$ cat config.mk
export PLATFORM = sky130hd
export DESIGN_NAME = pps_timebase
export DESIGN_NICKNAME = d
export VERILOG_FILES = /design/src/rtl/pps_timebase.sv
export SDC_FILE = /design/constraint.sdc
export NUM_CORES = 1
export LEC_CHECK = 0
export CAP_MARGIN = 20
export CORE_ASPECT_RATIO = 0.8
export CORE_MARGIN = 4
export CORE_UTILIZATION = 59
export CTS_CLUSTER_SIZE = 10
export DETAILED_ROUTE_END_ITERATION = 8
export PLACE_DENSITY = 0.85
export SLEW_MARGIN = 20
export SYNTH_ARGS = -nofsm -noshare
export SYNTH_HDL_FRONTEND = slang
export SYNTH_SLANG_ARGS = --single-unit
$ cat constraint.sdc
create_clock -name clk125 -period 9 [get_ports clk125]
set_input_delay 0.9 -clock clk125 [delete_from_list [all_inputs] [get_ports clk125]]
set_output_delay 0.9 -clock clk125 [all_outputs]
set_load 0.02 [all_outputs]
$ cat src/rtl/pps_timebase.sv
// rtl/pps_timebase.sv - seconds/sub-second timebase at clk125 locked to an asynchronous 1 Hz mark, with holdover
module pps_timebase #(
  parameter int unsigned NOM_TICKS = 125_000_000,
  parameter int unsigned WINDOW    = 12_500,
  parameter int unsigned PULSE_W   = 16
) (
  input  logic        clk125,
  input  logic        rst,
  input  logic        t1hz_in,
  input  logic        ext_flag_in,
  input  logic [31:0] sec_load_val,
  input  logic        sec_load_req,
  output logic        sec_load_ack,
  output logic [31:0] sec_cnt,
  output logic [26:0] subsec_cnt,
  output logic        pps_pulse,
  output logic [31:0] period_cnt,
  output logic        period_valid,
  output logic [15:0] glitch_cnt,
  output logic [1:0]  state,
  output logic        src_ext
);

  localparam logic [31:0] NOM32      = 32'(NOM_TICKS);
  localparam logic [31:0] WIN32      = 32'(WINDOW);
  localparam logic [31:0] ACQ_LIMIT  = 32'(NOM_TICKS + WINDOW);
  localparam logic [31:0] LOCK_LIMIT = 32'(NOM_TICKS + WINDOW + 1);
  localparam logic [26:0] SUB_LAST   = 27'(NOM_TICKS - 1);
  localparam logic [26:0] SUB_EARLY  = 27'(NOM_TICKS - WINDOW);
  localparam logic [26:0] SUB_LATE   = 27'(WINDOW);
  localparam int          PW_BITS    = $clog2(PULSE_W + 1);
  localparam logic [PW_BITS-1:0] PW_LOAD = PW_BITS'(PULSE_W);

  typedef enum logic [1:0] {
    ST_IDLE     = 2'd0,
    ST_ACQ      = 2'd1,
    ST_LOCKED   = 2'd2,
    ST_HOLDOVER = 2'd3
  } state_t;

  state_t st_q, st_d;

  logic [2:0]         t1_sync;
  logic [1:0]         ext_sync;
  logic               mark;
  logic [31:0]        tick_cnt;
  logic [31:0]        meas;
  logic [31:0]        dev;
  logic               good;
  logic               sub_wrap;
  logic               boundary;
  logic               sub_clr;
  logic               tick_keep;
  logic               glitch_inc;
  logic               load_go;
  logic [PW_BITS-1:0] pulse_left;

  always_ff @(posedge clk125) begin
    if (rst) begin
      t1_sync  <= '0;
      ext_sync <= '0;
    end else begin
      t1_sync  <= {t1_sync[1:0], t1hz_in};
      ext_sync <= {ext_sync[0], ext_flag_in};
    end
  end

  assign mark     = t1_sync[1] & ~t1_sync[2];
  assign meas     = (&tick_cnt) ? tick_cnt : tick_cnt + 32'd1;
  assign dev      = (meas >= NOM32) ? (meas - NOM32) : (NOM32 - meas);
  assign good     = mark && (dev <= WIN32);
  assign sub_wrap = (subsec_cnt == SUB_LAST);

  always_ff @(posedge clk125) begin
    if (rst) st_q <= ST_IDLE;
    else     st_q <= st_d;
  end

  // A good mark landing just after an internal wrap only realigns: that second was already counted.
  always_comb begin
    st_d       = st_q;
    boundary   = 1'b0;
    sub_clr    = 1'b0;
    tick_keep  = 1'b0;
    glitch_inc = 1'b0;
    case (st_q)
      ST_IDLE: begin
        if (mark) begin
          sub_clr = 1'b1;
          st_d    = ST_ACQ;
        end
      end
      ST_ACQ: begin
        if (good) begin
          sub_clr  = 1'b1;
          boundary = (subsec_cnt > SUB_LATE);
          st_d     = ST_LOCKED;
        end else if (mark) begin
          sub_clr = 1'b1;
        end else begin
          boundary = sub_wrap;
          if (tick_cnt >= ACQ_LIMIT) st_d = ST_IDLE;
        end
      end
      ST_LOCKED: begin
        if (good) begin
          sub_clr  = 1'b1;
          boundary = (subsec_cnt > SUB_LATE);
        end else begin
          // Rejected marks leave the period reference on the last accepted mark.
          if (mark) begin
            glitch_inc = 1'b1;
            tick_keep  = 1'b1;
          end
          boundary = sub_wrap;
          if (tick_cnt >= LOCK_LIMIT) st_d = ST_HOLDOVER;
        end
      end
      ST_HOLDOVER: begin
        if (mark) begin
          sub_clr = 1'b1;
          if (subsec_cnt >= SUB_EARLY) begin
            boundary = 1'b1;
            st_d     = ST_LOCKED;
          end else if (subsec_cnt <= SUB_LATE) begin
            st_d = ST_LOCKED;
          end else begin
            glitch_inc = 1'b1;
            st_d       = ST_ACQ;
          end
        end else begin
          boundary = sub_wrap;
        end
      end
      default: st_d = ST_IDLE;
    endcase
  end

  assign load_go = boundary && sec_load_req && !sec_load_ack;

  always_ff @(posedge clk125) begin
    if (rst) begin
      tick_cnt     <= '0;
      period_cnt   <= '0;
      period_valid <= 1'b0;
      subsec_cnt   <= '0;
      sec_cnt      <= '0;
      sec_load_ack <= 1'b0;
      glitch_cnt   <= '0;
      pulse_left   <= '0;
    end else begin
      if (mark && !tick_keep)  tick_cnt <= '0;
      else if (!(&tick_cnt))   tick_cnt <= tick_cnt + 32'd1;

      period_valid <= mark;
      if (mark) period_cnt <= meas;

      if (sub_clr)              subsec_cnt <= '0;
      else if (st_q != ST_IDLE) subsec_cnt <= sub_wrap ? 27'd0 : subsec_cnt + 27'd1;

      if (load_go)       sec_cnt <= sec_load_val;
      else if (boundary) sec_cnt <= sec_cnt + 32'd1;

      if (load_go)            sec_load_ack <= 1'b1;
      else if (!sec_load_req) sec_load_ack <= 1'b0;

      if (glitch_inc && !(&glitch_cnt)) glitch_cnt <= glitch_cnt + 16'd1;

      if (boundary)                 pulse_left <= PW_LOAD;
      else if (pulse_left != '0)    pulse_left <= pulse_left - 1'b1;
    end
  end

  assign pps_pulse = (pulse_left != '0);
  assign state     = st_q;
  assign src_ext   = ext_sync[1] && (st_q == ST_LOCKED);

endmodule

# After elaboration in Yosys (flattened, before gate mapping)
# Index checks and enable logic that the tools add are counted.
[word_totals] regBits=153 in_bits=37
[op_classes] addsub=7 order_cmp=7 n_eq_ne=11 muxes=35 bitwise_logic=2 n_reduce_logical=21
[ops] cell="2-to-1 mux 32 bit" count=4
[ops] cell="greater-or-equal comparator 32 x 27 -> 1 bit (second input constant)" count=3
[ops] cell="adder 32 x 1 -> 32 bit (second input constant)" count=2
[ops] cell="less-or-equal comparator 32 x 14 -> 1 bit (second input constant)" count=1
[ops] cell="AND reduction 32 bit" count=1
[ops] cell="subtractor 27 x 32 -> 32 bit (first input constant)" count=1
[ops] cell="subtractor 32 x 27 -> 32 bit (second input constant)" count=1
[ops] cell="adder 27 x 1 -> 27 bit (second input constant)" count=1
[ops] cell="equality test 27 bit (second input constant)" count=1
[ops] cell="greater-or-equal comparator 27 bit (second input constant)" count=1
[ops] cell="> comparator 27 x 14 -> 1 bit (second input constant)" count=1
[ops] cell="less-or-equal comparator 27 x 14 -> 1 bit (second input constant)" count=1
[ops] cell="2-to-1 mux 27 bit" count=1
[ops] cell="2-to-1 mux 2 bit" count=9
[ops] cell="adder 16 x 1 -> 16 bit (second input constant)" count=1
[ops] cell="AND reduction 16 bit" count=1
[ops] cell="2-to-1 mux 1 bit" count=15
[ops] cell="2-to-1 mux 5 bit" count=2
[ops] cell="!= test 2 bit (second input constant)" count=4
[ops] cell="one-hot mux 2 bit (4 select lines)" count=1
[ops] cell="OR reduction 2 bit" count=4
[ops] cell="logical AND 1 bit" count=6
[ops] cell="!= test 3 bit (second input constant)" count=2
[ops] cell="one-hot mux 1 bit (3 select lines)" count=2
[ops] cell="other kinds (12)" count=17

# Longest topological paths before layout
[depth] ltp_word=11 mapped_depth=25 depth_no_buf=20

# Least setup slack after synthesis
# No wires, ideal clock.
[synth_path] path_kind="reg2reg" start="reg tick_cnt[0]" end="reg sec_cnt[10]" arrival_time_ps=5691 t_required_ps=8883 setup_slack_ps=3191 path_stages_with_launch=24 n_path_buf=3 path_cell_list="dfxtp_1 -> ha_1 -> clkbuf_1 -> nand4_1 -> nor2_1 -> nand3_1 -> clkbuf_1 -> a21oi_1 -> inv_1 -> ha_1 -> a2111oi_0 -> a221oi_1 -> a31oi_1 -> a211oi_1 -> a311oi_1 -> xnor2_1 -> mux2i_1 -> a2111oi_2 -> nand4_1 -> or2_1 -> o31a_1 -> buf_2 -> or4b_1 -> a32o_1"
[synth_via] elab_chain_len=11 word_cells_on_any_way=16
[synth_lines] element="from (decl)" line_no="46" text="logic [31:0] tick_cnt;"
[synth_lines] element="from (signal assigned)" line_no="153" text="else if (!(&tick_cnt)) tick_cnt <= tick_cnt + 32'd1;"
[synth_lines] element="adder 32 x 1 -> 32 bit or AND reduction 32 bit (tied branches)" line_no="69" text="assign meas = (&tick_cnt) ? tick_cnt : tick_cnt + 32'd1;"
[synth_lines] element="2-to-1 mux 32 bit *"
[synth_lines] element="subtractor 27 x 32 -> 32 bit, or another cell as far along" line_no="70" text="assign dev = (meas >= NOM32) ? (meas - NOM32) : (NOM32 - meas);"
[synth_lines] element="2-to-1 mux 32 bit *" line_no="70"
[synth_lines] element="less-or-equal comparator 32 x 14 -> 1 bit *" line_no="71" text="assign good = mark && (dev <= WIN32);"
[synth_lines] element="logical AND 1 bit *" line_no="71"
[synth_lines] element="2-to-1 mux 1 bit, on equally long branches" line_no="106, 94"
[synth_lines] element="one-hot mux 1 bit (3 select lines) *" line_no="86" text="case (st_q)"
[synth_lines] element="logical AND 1 bit (2 in series)" line_no="139" text="assign load_go = boundary && sec_load_req && !sec_load_ack;"
[synth_lines] element="2-to-1 mux 32 bit or nonzero test 2 bit (tied branches)"
[synth_lines] element="to (signal assigned)" line_no="161" text="if (load_go) sec_cnt <= sec_load_val;"
[synth_lines] element="to (signal assigned)" line_no="162" text="else if (boundary) sec_cnt <= sec_cnt + 32'd1;"
[synth_lines] element="to (decl)" line_no="14" text="output logic [31:0] sec_cnt,"
# Mark *: on every way between the ends. The rest lies on a longest branch, timed or not.
# A chain may end at the register's enable or synchronous reset.

# Worst setup path in the final report
[layout_path] start="reg tick_cnt[27]" end="reg sec_cnt[27]"
# The elaborated chain is that of the path after synthesis.

==> results.ini <==
[status]
status=complete, no violations

[clock_network]
cts_resized=0
clock_path_buffers=2
cts_buffers=17
cts_tree=built
clock_sinks=153
ctsHoldBuffers=0
clk_latency_ns=0.43
h-tree-depth=4
root_buffer=clkbuf_16
post_cts_buffers=0
clkTransAtPathRegs_ns=0.06

[setup_path]
cp_max_fo=26
worstSetupEndpointType=flip-flop
reg2reg_from=tick_cnt[27]$_SDFF_PP0_
critical_path_class=reg -> reg
cp_slowest_stage_delay_ns=0.89
worstPathArrival_ns=8.22
required_ns=9.32
path_cells=nand4_1 > nor3_1 > nand3_1 > a21oi_1 > inv_1 > ha_1 > a2111oi_0 > a221oi_1 > a31oi_1 > a211oi_1 > a311oi_1 > xnor2_1 > mux2i_1 > a2111oi_2 > nand4_1 > or2_1 > o31a_1 > buf_4 > or2_1 > o32ai_1
crit_start=tick_cnt[27]$_SDFF_PP0_
crit_slowest_cell=nor3_1
critical_path.startpoint_type=flip-flop

[placed_design]
hpwl_um=24300
io_buffers=149
gp_congestion=1.06

[synthesis]
synth_compound_area_share_pct=21.7
synth.yosys.seq_area_share_pct=31.3
synth_top_cell_area_share_pct=31.3
synth_cell_types=77
synth_xor_area_share_pct=5.73
syn_inst=1304
synth_adder_area_share_pct=1.79
synth_area_leaders=dfxtp_1 (31%), nor2_1 (8.1%), xnor2_1 (3.9%)
synth_top_family_by_area=simple AND/OR/NAND/NOR gates
synth_commonest_cells=nor2_1 (210), dfxtp_1 (153), nand2_1 (100)
yosysWarnings=0
muxShareOfSynthArea_pct=2.05
yosys.area_share.simple_pct=32.6
syn-num-nets=1355
synth_edf_count=0
synth_area_leader_cell=dfxtp_1
syn_avg_cell_area_um2=7.50
async_reset_ff_share_pct=0
synth.most_common_cell=nor2_1
ys.flop_type=dfxtp_1
syn-cell-area_um2=9780
synth_seq_cells=153

[sta]
fin_skew_ns=0.0173
grt_setup_unrepaired=false
relSlewSlack_pct=30.0
drv_slew=0
fin_crit_ns=7.89
period_share_pct=87.7
worst_slew_pin_slew_ns=1.04
hold_viol_final=0
fin_hold_ws_ns=0.438
max_freq_mhz=127
finalSetupViolCount=0
final.setup.tns_ns=0

[global_route]
grt.total_usage_pct=34.8
grt_pass1_wl_um=52900
grt_max_degree=74
antenna_found_initial=0
grt_pass1_vias=9664
overflow=0

[cells_and_area]
layout-drive-gt1-share_pct=6.13
finalNetCount=1459
utilization_pct=75.2
n_antenna_cell=0
syn_to_final_growth_pct=23.1
fillCellCount=1173

[worst_hold_path]
hp-start=t1_sync[0]$_SDFF_PP0_
hold_class=reg -> reg

[drt]
drt-total-wl_um=33900
drtAntennaViolNets=0
wl_met1_um=15200
vias=11025
wl_per_cell_um=20.7
drt_first_pass_iters=7
wl_met3_um=4470
initialDrtViolationCount=1474
top_layer=met4
wl_met2_um=13800
drc=0
viasPerCell=6.74

[power_and_ir_drop]
powerDensity_nw_per_um2=143
ir_drop_mv=0.138
p_leak_nw=3.93

[floorplan]
die_y_um=123
die_w_um=152
core_um2=16000
row_count=41
initial_core_util_pct=61.1
num_io_pins=150
die_area_um2=18700

[job]
maxCapViolations=0

per-layer routing:
layer,GRT usage (%),vias to the layer above
li1,-,5052
met1,52.6,5143
met2,48.6,770
met3,10.7,60
met4,7.30,0
met5,0,-
flip-flops by register name, indices dropped and copies added, names as in the netlist:
signal	cells
sec_cnt	32
state	2
pulse_left	5
period_valid	1
t1_sync	3
period_cnt	32
ext_sync	2
sec_load_ack	1
tick_cnt	32
glitch_cnt	16
subsec_cnt	27
final cells by class:
| type | count | area, um2 | share of cell area [%] |
|---|---|---|---|
| Sequential cell | 153 | 3060 | 25.4 |
| Inverter | 25 | 93.8 | 0.779 |
| Tap cell | 215 | 269 | 2.23 |
| Timing Repair Buffer | 171 | 1670 | 13.9 |
| Clock inverter | 11 | 195 | 1.62 |
| Clock buffer | 20 | 457 | 3.79 |
| Multi-Input combinational cell | 1040 | 6290 | 52.2 |
critical path, delay by kind of cell, from the launching register on:
| kind | cells | cell delay, ns |
|---|---|---|
| and+or+nand+nor | 6 | 3.07 |
| muxes | 1 | 0.11 |
| adders and majority gates | 1 | 0.28 |
| DFF | 1 | 0.49 |
| buffers and inverters | 2 | 0.40 |
| xor gates and xnor gates | 1 | 0.16 |
| AOI/OAI and AO/OA | 9 | 3.25 |
cell families after synthesis:
| group | count (synthesis) |
|---|---|
| compound gates | 308 |
| xor+xnor | 64 |
| fa+ha+maj | 14 |
| buf+inv | 111 |
| flops | 153 |
| mux | 19 |
| simple gates | 635 |
layout by cell type, fill, tap and decap left out, drive strengths merged, types with 10 or more instances in the layout:
cell type	count
o32ai	20
a31oi	14
a21oi	69
dfxtp	153
xor2	20
and3	38
inv	25
and2	12
nor3	64
or3	12
nand3	51
a32o	10
clkbuf	20
a22oi	23
nor4	38
a2111oi	14
a211oi	33
mux2i	11
nand4	36
buf	23
nand2	100
xnor2	44
nor2	211
o21ai	52
nor2b	19
or4	19
ha	14
clkdlybuf4s50	148
stage by stage:
step | setup WS, ns | std cells | power, mW | area, um2
finish | 1.11 | 1635 | 1.72 | 12000
global route | 0.569 | 1635 | 1.78 | 12000
CTS | 1.53 | 1634 | 1.72 | 12000
detailed placement | 1.61 | 1603 | 0.933 | 11400
global placement | 1.79 | 1603 | 0.928 | 11400
floorplan | 3.19 | 1304 | 0.861 | 9780
path summary, 6_finish.rpt:
path	to	slack, ns	cells past startpoint
max reg2reg	sec_cnt[27]$_SDFFE_PP0P_	1.11	20
min reg2reg	t1_sync[1]$_SDFF_PP0_	0.44	1
min	t1_sync[1]$_SDFF_PP0_	0.44	1
max	sec_cnt[27]$_SDFFE_PP0P_	1.11	20
where the power goes:
part,internal [mW],leakage [nW],switching (mW)
clock network,0.506,0.308,0.293
logic,0.0874,2.38,0.122
registers,0.698,1.24,0.0180
total,1.29,3.93,0.433
Note: power is estimated with default switching activity, not from simulation.
